File: config.mk
export PLATFORM = sky130hd
export DESIGN_NAME = stack_pointer_unit
export DESIGN_NICKNAME = d
export VERILOG_FILES = /design/src/rtl/stack_pkg.sv /design/src/rtl/stack_bound_check.sv /design/src/rtl/stack_pointer_unit.sv
export SDC_FILE = /design/constraint.sdc
export NUM_CORES = 1
export LEC_CHECK = 0
export CAP_MARGIN = 30
export CORE_ASPECT_RATIO = 0.9
export CORE_MARGIN = 2
export CORE_UTILIZATION = 44
export CTS_CLUSTER_DIAMETER = 100
export DETAILED_ROUTE_END_ITERATION = 6
export PLACE_DENSITY_LB_ADDON = 0.08
export SKIP_CTS_REPAIR_TIMING = 1
export SYNTH_ARGS = -nofsm -noshare
export SYNTH_HDL_FRONTEND = slang
export SYNTH_SLANG_ARGS = --single-unit
export TNS_END_PERCENT = 20
File: constraint.sdc
create_clock -name CLK -period 5.7 [get_ports CLK]
set_clock_uncertainty 0.15 [all_clocks]
set_input_delay 1.14 -clock CLK [delete_from_list [all_inputs] [get_ports CLK]]
set_output_delay 1.14 -clock CLK [all_outputs]
set_load 0.1 [all_outputs]
File: src/rtl/stack_pkg.sv
// Shared definitions for the stack pointer unit.
// Op encodings and the entry-count width helper.
package stack_pkg;

  localparam logic [1:0] SP_HOLD = 2'b00;
  localparam logic [1:0] SP_PUSH = 2'b01;
  localparam logic [1:0] SP_POP  = 2'b10;
  localparam logic [1:0] SP_LOAD = 2'b11;

  // Bits needed to hold 0..depth inclusive.
  function automatic int cnt_width(input int depth);
    int w;
    w = 0;
    while ((1 << w) < (depth + 1)) w++;
    return w;
  endfunction

endpackage

File: src/rtl/stack_bound_check.sv
// Classifies the requested op against the current entry count.
// Decides whether it is legal and which error it raises if not.
module stack_bound_check
  import stack_pkg::*;
#(
  parameter int DEPTH = 256,
  parameter int CW    = cnt_width(DEPTH)
) (
  input  logic [CW-1:0] count_i,
  input  logic [1:0]    op_i,
  input  logic [CW-1:0] load_depth_i,
  output logic          do_inc_o,
  output logic          do_dec_o,
  output logic          do_load_o,
  output logic          set_ovf_o,
  output logic          set_unf_o
);

  logic is_full;
  logic is_empty;
  logic ld_ok;

  assign is_full  = (count_i == CW'(DEPTH));
  assign is_empty = (count_i == '0);
  assign ld_ok    = (load_depth_i <= CW'(DEPTH));

  // Op decode: legal ops move the pointer, illegal ones only flag.
  always_comb begin
    do_inc_o  = 1'b0;
    do_dec_o  = 1'b0;
    do_load_o = 1'b0;
    set_ovf_o = 1'b0;
    set_unf_o = 1'b0;
    unique case (op_i)
      SP_HOLD: ;
      SP_PUSH: begin
        set_ovf_o = is_full;
        do_inc_o  = !is_full;
      end
      SP_POP: begin
        set_unf_o = is_empty;
        do_dec_o  = !is_empty;
      end
      SP_LOAD: begin
        set_ovf_o = !ld_ok;
        do_load_o = ld_ok;
      end
    endcase
  end

endmodule

File: src/rtl/stack_pointer_unit.sv
// Parametrised stack pointer with full/empty status and
// sticky overflow/underflow flags; sp/top feed the stack RAM.
module stack_pointer_unit
  import stack_pkg::*;
#(
  parameter  int WIDTH = 16,
  parameter  int BASE  = 16384,
  parameter  int DEPTH = 256,
  parameter  int STEP  = 1,
  localparam int CW    = cnt_width(DEPTH)
) (
  input  logic             CLK,
  input  logic             reset,
  input  logic [1:0]       op,
  input  logic [CW-1:0]    load_depth,
  input  logic             err_clr,
  output logic [WIDTH-1:0] sp,
  output logic [WIDTH-1:0] top,
  output logic [CW-1:0]    count,
  output logic             full,
  output logic             empty,
  output logic             overflow,
  output logic             underflow
);

  localparam logic [WIDTH-1:0] BASE_W = WIDTH'(BASE);
  localparam logic [WIDTH-1:0] STEP_W = WIDTH'(STEP);
  localparam logic [WIDTH-1:0] TOP0_W = BASE_W - STEP_W;

  logic [CW-1:0]    count_q, count_d;
  logic [WIDTH-1:0] sp_q, sp_d;
  logic [WIDTH-1:0] top_q, top_d;
  logic             ovf_q, ovf_d;
  logic             unf_q, unf_d;

  logic do_inc, do_dec, do_load;
  logic set_ovf, set_unf;

  logic [WIDTH-1:0] sp_ld;
  logic [WIDTH-1:0] top_ld;

  stack_bound_check #(
    .DEPTH (DEPTH),
    .CW    (CW)
  ) u_bound (
    .count_i      (count_q),
    .op_i         (op),
    .load_depth_i (load_depth),
    .do_inc_o     (do_inc),
    .do_dec_o     (do_dec),
    .do_load_o    (do_load),
    .set_ovf_o    (set_ovf),
    .set_unf_o    (set_unf)
  );

  // The only multiplier: absolute load target.
  assign sp_ld  = BASE_W + WIDTH'(load_depth) * STEP_W;
  assign top_ld = sp_ld - STEP_W;

  // Next pointer state; incremental ops use adders only.
  always_comb begin
    count_d = count_q;
    sp_d    = sp_q;
    top_d   = top_q;
    unique case (1'b1)
      do_inc: begin
        count_d = count_q + CW'(1);
        sp_d    = sp_q + STEP_W;
        top_d   = top_q + STEP_W;
      end
      do_dec: begin
        count_d = count_q - CW'(1);
        sp_d    = sp_q - STEP_W;
        top_d   = top_q - STEP_W;
      end
      do_load: begin
        count_d = load_depth;
        sp_d    = sp_ld;
        top_d   = top_ld;
      end
      default: ;
    endcase
  end

  // A new error beats err_clr for its own flag.
  always_comb begin
    ovf_d = set_ovf | (ovf_q & !err_clr);
    unf_d = set_unf | (unf_q & !err_clr);
  end

  // State registers with synchronous reset.
  always_ff @(posedge CLK) begin
    if (reset) begin
      count_q <= '0;
      sp_q    <= BASE_W;
      top_q   <= TOP0_W;
      ovf_q   <= 1'b0;
      unf_q   <= 1'b0;
    end else begin
      count_q <= count_d;
      sp_q    <= sp_d;
      top_q   <= top_d;
      ovf_q   <= ovf_d;
      unf_q   <= unf_d;
    end
  end

  assign sp        = sp_q;
  assign top       = top_q;
  assign count     = count_q;
  assign full      = (count_q == CW'(DEPTH));
  assign empty     = (count_q == '0);
  assign overflow  = ovf_q;
  assign underflow = unf_q;

endmodule

==> flow_metrics.py, run 1 <==
metrics = {
    "cells_and_area": {
        "seq_area_um2": 861,
        "layout_common_cells": "clkdlybuf4s50_1 (58), nand2_1 (48), a21oi_1 (47), dfxtp_1 (43)",
        "design_area_mm2": 0.00433,
        "drive_gt1_share_pct": 5.17,
        "n_fill_cell": 754,
        "post-route-util_pct": 54.4,
        "num_antenna_cells": 0,
        "final_nets": 555,
        "layout_commonest_cell": "clkdlybuf4s50_1",
        "syn2layout_area_growth_pct": 21.8,
        "multi_input_area_mm2": 0.00258,
    },
    "synthesis": {
        "yosysTopAreaCellShare_pct": 24.2,
        "async_reset_ff_share_pct": 0,
        "synth_area_mm2": 0.00355,
        "ys_types": 60,
        "synth_nets": 496,
        "synth-edff-count": 0,
        "synth_seq_cells": 43,
        "synth_area_leaders": "dfxtp_1 (24%), ha_1 (13%), a21oi_1 (6.6%)",
        "yosysSeqAreaShare_pct": 24.2,
        "ys_warn_count": 0,
        "syn_area_per_cell_um2": 8.02,
        "synth_ff_type": "dfxtp_1",
        "synth_cells": 443,
        "yosysTopAreaCell": "dfxtp_1",
    },
    "critical_path": {
        "max_stage_delay_ns": 0.61,
        "ff2ff_setup_slack_ns": 1.98,
        "start_kind": "input port",
        "cp_slowest_cell": "clkdlybuf4s50_1",
        "cp_max_fo": 22,
        "reg2reg_to": "top[14]",
        "worstSetupPathType": "in -> reg",
        "cp_common_cell": "a21oi_1",
        "arrival_ns": 4.64,
        "cp_num_buf_inv": 3,
        "critPathRequiredTime_ns": 5.74,
        "worstSetupEndpointType": "flip-flop",
        "cp-startpoint": "op[1]",
        "crit_end": "top[14]",
        "crit_path_cell_trace": "clkdlybuf4s50_1 -> nand2b_1 -> a31oi_4 -> buf_4 -> ha_1 -> a21oi_1 -> inv_1 -> a2111oi_1 -> o31ai_1 -> a21oi_1 -> xor2_1 -> a2111oi_2",
        "cp_top_family": "compound AO/OA/AOI/OAI gates",
        "ff2ff_path_depth": 11,
        "r2r_start": "count[7]",
        "worst-path-stages": 12,
    },
    "sta": {
        "tightest_slew_ns": 0.995,
        "timing.final.max_slew_violations": 0,
        "fin_crit_sh_pct": 80.6,
        "rsz0062_at_grt": "no",
        "max-slew-margin-rel_pct": 33.4,
        "hold_ws_ns": 0.335,
        "post-route-min-period_ns": 4.59,
        "clock.fmax_mhz": 218,
        "hold_violations": 0,
        "final.setup.tns_ns": 0,
        "setup_viol": 0,
    },
    "pwr": {
        "p_leak_nw": 1.80,
        "switching_share_pct": 54.8,
        "power.share.clock_pct": 10.4,
        "intPower_uw": 868,
        "power.switching_mw": 1.05,
        "sequentialPowerShare_pct": 22.1,
        "ir_worst_vdd_mv": 0.163,
        "finalPower_mw": 1.92,
        "power.share.combinational_pct": 67.5,
        "powerDensity_mw_per_mm2": 443,
    },
    "detailed_routing": {
        "dr.pass1.iters": 4,
        "wl_per_cell_um": 15.8,
        "wl_um": 9520,
        "vias": 3416,
        "ant_nets": 0,
        "drtIter0Drc": 127,
        "drcViolationCount": 0,
        "avgViaCountPerCell": 5.67,
    },
    "place": {
        "hpwlAfterDp_um": 7200,
        "port_buffers": 58,
        "place_area_mm2": 0.00425,
        "routabilityCongestion": 0.911,
    },
    "grt": {
        "grt_pass1_vias": 3233,
        "track_usage_pct": 22.2,
        "grt_pass1_wl_um": 15600,
        "overflow": 0,
        "grt_max_degree": 29,
        "antenna_found_initial": 0,
    },
    "cts": {
        "path_clk_slew_ns": 0.09,
        "cts_made_buffers": 5,
        "cts_root_buffer": "clkbuf_8",
        "htree_levels": 2,
        "clk_latency_ns": 0.30,
        "cts_max_path_buffers": 2,
        "cts_tree": "yes",
        "cts.sinks": 43,
    },
    "worst_hold_path": {
        "hp-start": "sp[13]",
        "min_path_type": "reg -> reg",
    },
    "run": {
        "drv_cap": 0,
    },
    "die": {
        "io_pins": 59,
        "die_area_mm2": 0.00881,
        "start_util_pct": 44.7,
        "rows": 31,
        "die_y_um": 89.3,
        "core_area_mm2": 0.00795,
        "dieWidth_um": 98.7,
    },
    "outcome": {
        "run_status": "finished, final reports clean",
    },
}
==> registers in the layout, summed over array words and instances (netlist names) <==
name and cells:
sp 16, top 16, count 9, overflow 1, underflow 1
==> worst register-to-register path: cells and delay by family, from the launching register on <==
family / cells / cell delay (ns)
compound gates: 6 / 1.80
xor+xnor: 1 / 0.10
fa+ha+maj: 1 / 0.37
buf+inv: 2 / 0.33
flops: 1 / 0.39
simple gates: 1 / 0.47
==> metal layers <==
layer / global-route usage, % / part of all wire, % / wire, um
met5: 0 / 0 / 0
met2: 37.8 / 46 / 4400
met4: 6.60 / 1.7 / 163
met3: 3.67 / 4.3 / 407
met1: 29.4 / 48 / 4550
==> power groups by stage <==
| stage | Combinational [mW] | Sequential (mW) | Clock (mW) |
|---|---|---|---|
| 6_report | 1.29 | 0.425 | 0.199 |
| 3_5_place_dp | 1.29 | 0.432 | 0 |
| 2_1_floorplan | 0.624 | 0.835 | 0 |
| 4_1_cts | 1.29 | 0.425 | 0.207 |
| 3_3_place_gp | 1.28 | 0.432 | 0 |
| 5_1_grt | 1.40 | 0.434 | 0.216 |
==> kinds of logic (layout without fill, tap and decap cells) <==
logic type,Yosys count,count (layout),synth area share (%)
compound gates,150,150,27.9
mux,6,6,1.73
fa+ha+maj,39,39,14.4
buf+inv,27,87,3.17
xor+xnor,35,35,8.63
flops,43,43,24.2
simple gates,143,143,20.0
==> stage by stage <==
stage / worst slack, ns / std cells
detailed placement: 0.827 / 594
floorplan: 1.15 / 443
finish: 1.11 / 602
CTS: 1.12 / 602
global placement: 0.966 / 594
global route: 0.694 / 602
==> worst min path at each step <==
stage               slack (ns)  cells after the start     end
global route              0.37                      2  sp[11]
global placement          0.32                      2   sp[5]
finish                    0.33                      2  sp[13]
floorplan                 0.74                      2   sp[5]
CTS                       0.34                      2   sp[5]
detailed placement        0.32                      2   sp[5]
==> cell type report <==
type	count	area share [%]
well taps	99	2.86
clock inverters	1	0.116
clock buffers	7	1.76
multi-input cells	373	59.6
inverters	15	1.30
flip-flops and latches	43	19.9
repair buffers	64	14.5
==> synthesized netlist by cell type, drive strengths merged, types with 5 or more instances <==
cell type	number
nand2	49
a21oi	48
dfxtp	43
nor2	38
ha	36
o21ai	27
xnor2	23
inv	15
a21o	14
xor2	12
nand3	10
nor3	10
nand2b	8
a31oi	7
clkbuf	7
o21bai	7
o21a	6
or2	6
a211oi	5
a22oi	5
buf	5
mux2i	5
Power figures use the tool's default switching activity.
==> run 2, diff against run 1 <==
==> constraint.sdc (replaced) <==
create_clock -name CLK -period 3.7 [get_ports CLK]
set_clock_uncertainty 0.15 [all_clocks]
set_input_delay 0.74 -clock CLK [delete_from_list [all_inputs] [get_ports CLK]]
set_output_delay 0.74 -clock CLK [all_outputs]
set_load 0.1 [all_outputs]
==> run 2 against run 1 <==
Net effect: first-iteration DRC count is 0.79% lower; critical endpoint is now sp[13]; critical path depth unchanged; largest power group unchanged; via count rose by 3.2%; non-clock buffer count rose by 13; hold slack better by 0.0066 ns; flip-flop and latch count did not move; cell count increased by 2.2%; wire length rose by 5.5%; clock power increased by 98%; sequential power grew 57%; clock-buffer cell count shrank 1; largest cell class unchanged; combinational power up 67%.
==> flow_metrics.py, run 2 (same netlist as run 1, synthesis figures left out) <==
metrics = {
    "outcome": {
        "run_status": "finished, final reports clean",
    },
    "critical_path": {
        "cp_max_fo": 18,
        "critPathRequiredTime_ns": 3.78,
        "worstSetupPathType": "in -> reg",
        "worstSetupEndpointType": "flip-flop",
        "arrival_ns": 3.49,
        "start_kind": "input port",
        "cp_slowest_cell": "clkdlybuf4s50_1",
        "cp_common_cell": "o21a_1",
        "r2r_start": "count[7]",
        "ff2ff_path_depth": 11,
        "cp-startpoint": "op[1]",
        "crit_path_cell_trace": "clkdlybuf4s50_1 -> nand2b_4 -> a31oi_4 -> buf_4 -> ha_1 -> a21oi_1 -> o21bai_1 -> o2111ai_1 -> a21boi_0 -> o21a_1 -> o21a_1 -> o31ai_1",
        "max_stage_delay_ns": 0.52,
    },
    "detailed_routing": {
        "drcViolationCount": 0,
        "wl_um": 10000,
        "drtIter0Drc": 126,
        "wl_per_cell_um": 16.3,
        "vias": 3527,
        "ant_nets": 0,
        "dr.pass1.iters": 4,
        "avgViaCountPerCell": 5.73,
    },
    "die": {
        "core_area_mm2": 0.00795,
        "die_area_mm2": 0.00881,
        "rows": 31,
        "dieWidth_um": 98.7,
        "start_util_pct": 44.7,
        "io_pins": 59,
        "die_y_um": 89.3,
    },
    "sta": {
        "clock.fmax_mhz": 293,
        "setup_viol": 0,
        "post-route-min-period_ns": 3.41,
        "rsz0062_at_grt": "no",
        "final.setup.tns_ns": 0,
        "tightest_slew_ns": 0.978,
        "max-slew-margin-rel_pct": 34.6,
        "hold_violations": 0,
        "timing.final.max_slew_violations": 0,
        "final.setup.worst_slack_ns": 0.287,
        "fin_crit_sh_pct": 92.2,
    },
    "cts": {
        "path_clk_slew_ns": 0.09,
        "cts_tree": "yes",
        "cts_made_buffers": 5,
        "cts.sinks": 43,
        "cts_max_path_buffers": 2,
        "clk_latency_ns": 0.30,
        "htree_levels": 2,
        "cts_root_buffer": "clkbuf_8",
    },
    "worst_hold_path": {
        "min_path_type": "reg -> reg",
        "hold_path_depth": 2,
        "hp-start": "underflow",
    },
    "pwr": {
        "powerDensity_mw_per_mm2": 703,
        "ir_worst_vdd_mv": 0.334,
        "p_leak_nw": 1.92,
        "finalPower_mw": 3.22,
    },
    "grt": {
        "grt_max_degree": 42,
        "grt_pass1_vias": 3408,
        "track_usage_pct": 23.0,
        "antenna_found_initial": 0,
        "grt_pass1_wl_um": 16300,
        "overflow": 0,
    },
    "place": {
        "hpwlAfterDp_um": 7570,
        "pre_cts_ws_ns": -0.0463,
        "port_buffers": 58,
        "routabilityCongestion": 0.872,
    },
    "cells_and_area": {
        "num_antenna_cells": 0,
        "post-route-util_pct": 57.6,
        "final_nets": 568,
        "layout_common_cells": "nand2_1 (48), clkdlybuf4s50_1 (47), a21oi_1 (43), nor2_1 (36), dfxtp_1 (34)",
        "syn2layout_area_growth_pct": 28.8,
        "drive_gt1_share_pct": 14.3,
        "layout_commonest_cell": "nand2_1",
    },
    "run": {
        "drv_cap": 0,
    },
}
-- run 2: changes by cell type in the layout (fill, tap and decap cells not counted), sizes merged --
cell           previous run  this run
bufinv                    0         1
clkbuf                    7         6
buf                       6        30
clkdlybuf4s50            58        47
-- run 2: layout make-up --
type	instances	area [um2]
clock buffer	6	82.6
clock inverter	2	35.0
fill	733	3370
inverter	15	56.3
multi-input combinational	373	2700
sequential	43	872
tap	99	124
timing repair buffer	77	708
-- run 2: worst max-delay path, delay by kind of cell --
kind | cells | cell delay, ns
compound gates | 8 | 1.53
fa+ha+maj | 1 | 0.33
buf+inv | 2 | 0.81
simple gates | 1 | 0.08
-- run 2: per-layer routing --
layer,up-vias,GRT usage [%],wire length (um)
met5,-,0,0
met4,0,7.60,104
met3,11,2.58,448
met2,82,39.6,4710
met1,1664,30.6,4780
li1,1770,-,-
-- run 2: stage by stage --
step           hold WS (ns)  instances  instance area, um2
5_1_grt               0.362        615                4580
3_3_place_gp          0.315        607                4450
4_1_cts               0.344        615                4570
3_5_place_dp          0.325        607                4450
2_1_floorplan         0.581        443                3680
6_report              0.341        615                4580
-- run 2: path summary, 6_finish.rpt --
check,end,slack [ns]
setup reg to reg,top[14],0.45
hold reg to reg,underflow,0.34
hold / removal,underflow,0.34
setup / recovery,sp[13],0.29
-- run 2: power by group --
part           switching, mW  internal, mW
Clock                  0.175         0.219
Sequential             0.111         0.557
Combinational           1.41         0.746
==> RTL edit (flow settings as in run 2) <==
`DEPTH` is set to 256 in 2 places; all go to 512.
--- a/src/rtl/stack_bound_check.sv
+++ b/src/rtl/stack_bound_check.sv
@@ -5,3 +5,3 @@
 #(
-  parameter int DEPTH = 256,
+  parameter int DEPTH = 512,
   parameter int CW    = cnt_width(DEPTH)
--- a/src/rtl/stack_pointer_unit.sv
+++ b/src/rtl/stack_pointer_unit.sv
@@ -7,3 +7,3 @@
   parameter  int BASE  = 16384,
-  parameter  int DEPTH = 256,
+  parameter  int DEPTH = 512,
   parameter  int STEP  = 1,
Ports: changed (resized count and load_depth); port bits go from 59 to 61. The function was not compared with the original's and may differ.
==> RTL edit against run 2 <==
Via count grew 14%; critical path depth grew 1; total power shrank 14%; sequential cell count grew 1; wire length grew 13%; synthesized cell count grew 5.9%; final cell count grew 15%; combinational power shrank 18%; clock power shrank 12%; global-route usage grew 2.1 points; worst setup slack lost 130 ps; cell area grew 10%; area after synthesis grew 6.2%; critical path type is now register to register.
==> RTL edit: results (changes against run 2) <==
cap_violations: 0  # unchanged
ir_drop_mv: 0.322  # -3.5%
syn_inst: 469  # +5.9%
critPathTopFamily: "simple AND/OR/NAND/NOR gates"
grt_pass1_wl_um: 18800  # +15%
dpl.cell_count: 701  # +15%
htreeDepth: 2  # unchanged
drtIter0Drc: 183  # +45%
clk_latency_ps: 310
vias: 4005  # +14%
final_antenna_net_count: 0  # unchanged
max-slew-margin-rel: 0.343  # -0.00303
path_clk_slew_ps: 100
crit_path_top_delay_cell: "or4_1"
drive_above_1_share: 0.215  # +0.0718
crit_fanout: 13  # -5
clk_path_buf_depth: 2  # unchanged
clock-root-buffer: "clkbuf_8"
place_area_mm2: 0.00492  # +11%
layout.nets: 644  # +13%
grt_antenna_before_repair: 0  # unchanged
async_flop_share: 0  # unchanged
place_ws_ps: -304  # -258 ps
routedWlPerCell_um: 15.9  # -2.4%
numCtsBuffers: 5  # unchanged
fill_cells: 796  # +8.6%
antenna_cells: 0  # unchanged
portBuffers: 60  # +3.4%
yosys-top-cells-count: "54 x nor2_1, 44 x dfxtp_1, 44 x nand2_1, 39 x a21oi_1, 37 x ha_1"
yosysWarnings: 0  # unchanged
gr-total-overflow: 0  # unchanged
ys_seq_area_frac: 0.233  # -0.00875
syn_nets: 524  # +5.6%
grt_pass1_vias: 3841  # +13%
synth_area_leaders: "dfxtp_1 23%, ha_1 12%, nor2_1 5.4%"
power_leakage_nw: 2.20  # +15%
synth_flop_cell: "dfxtp_1"
critPathMaxStageDelay_ps: 470  # -50 ps
track_usage: 0.251  # +0.0210
gp_congestion: 0.916  # +5.0%
grt_max_degree: 32  # -24%
hpwl_um: 8680  # +15%
hold_path_class: "register to register"
status: "complete, no violations"
arrival_ps: 3560  # +70 ps
fin_cells: 709  # +15%
yosys.cell_types.count: 67  # +12%
first_pass_iters: 5  # +1
RTL edit: power by group:
| group | switching (mW) | internal [mW] |
|---|---|---|
| clock network | 0.194 | 0.152 |
| logic | 1.15 | 0.631 |
| registers | 0.0885 | 0.555 |
| total | 1.43 | 1.34 |
RTL edit: area by class of cell:
cell class / count / area [um^2] / share of cell area
timing repair buffer: 130 / 1100 / 0.218
clock buffer: 6 / 82.6 / 0.0164
tap: 119 / 149 / 0.0295
inverter: 13 / 51.3 / 0.0102
sequential: 44 / 893 / 0.177
clock inverter: 2 / 15.0 / 0.00298
multi-input combinational: 395 / 2750 / 0.546
RTL edit: cells by family (layout without fill, tap and decap cells):
family | Yosys count | in the layout | share of synthesized area
AND/OR/NAND/NOR | 161 | 161 | 0.214
AO/OA/AOI/OAI | 160 | 160 | 0.292
flip-flops | 44 | 44 | 0.233
adder cells (fa/ha/maj) | 40 | 40 | 0.139
XOR/XNOR | 32 | 32 | 0.0743
buffers and inverters | 30 | 151 | 0.0421
multiplexers | 2 | 2 | 0.00564
RTL edit: metal layers:
metal	up-vias	GRT usage	share of wire	wire length (um)
met3	11	0.0366	0.040	451
met1	1902	0.354	0.48	5470
met5	-	0	0	0
met4	0	0.0586	0.014	161
li1	1997	-	-	-
met2	95	0.402	0.46	5220
RTL edit: path summary, 6_finish.rpt:
kind / start / endpoint / slack, ps / cells past startpoint
worst max-delay path: count[5]$_SDFFE_PP0P_ / top[14]$_SDFFE_PP0P_ / 160 / 13
worst min-delay path: sp[10]$_SDFFE_PP0P_ / sp[10]$_SDFFE_PP0P_ / 350 / 2
worst max register to register: count[5]$_SDFFE_PP0P_ / top[14]$_SDFFE_PP0P_ / 160 / 13
worst min register to register: sp[10]$_SDFFE_PP0P_ / sp[10]$_SDFFE_PP0P_ / 350 / 2
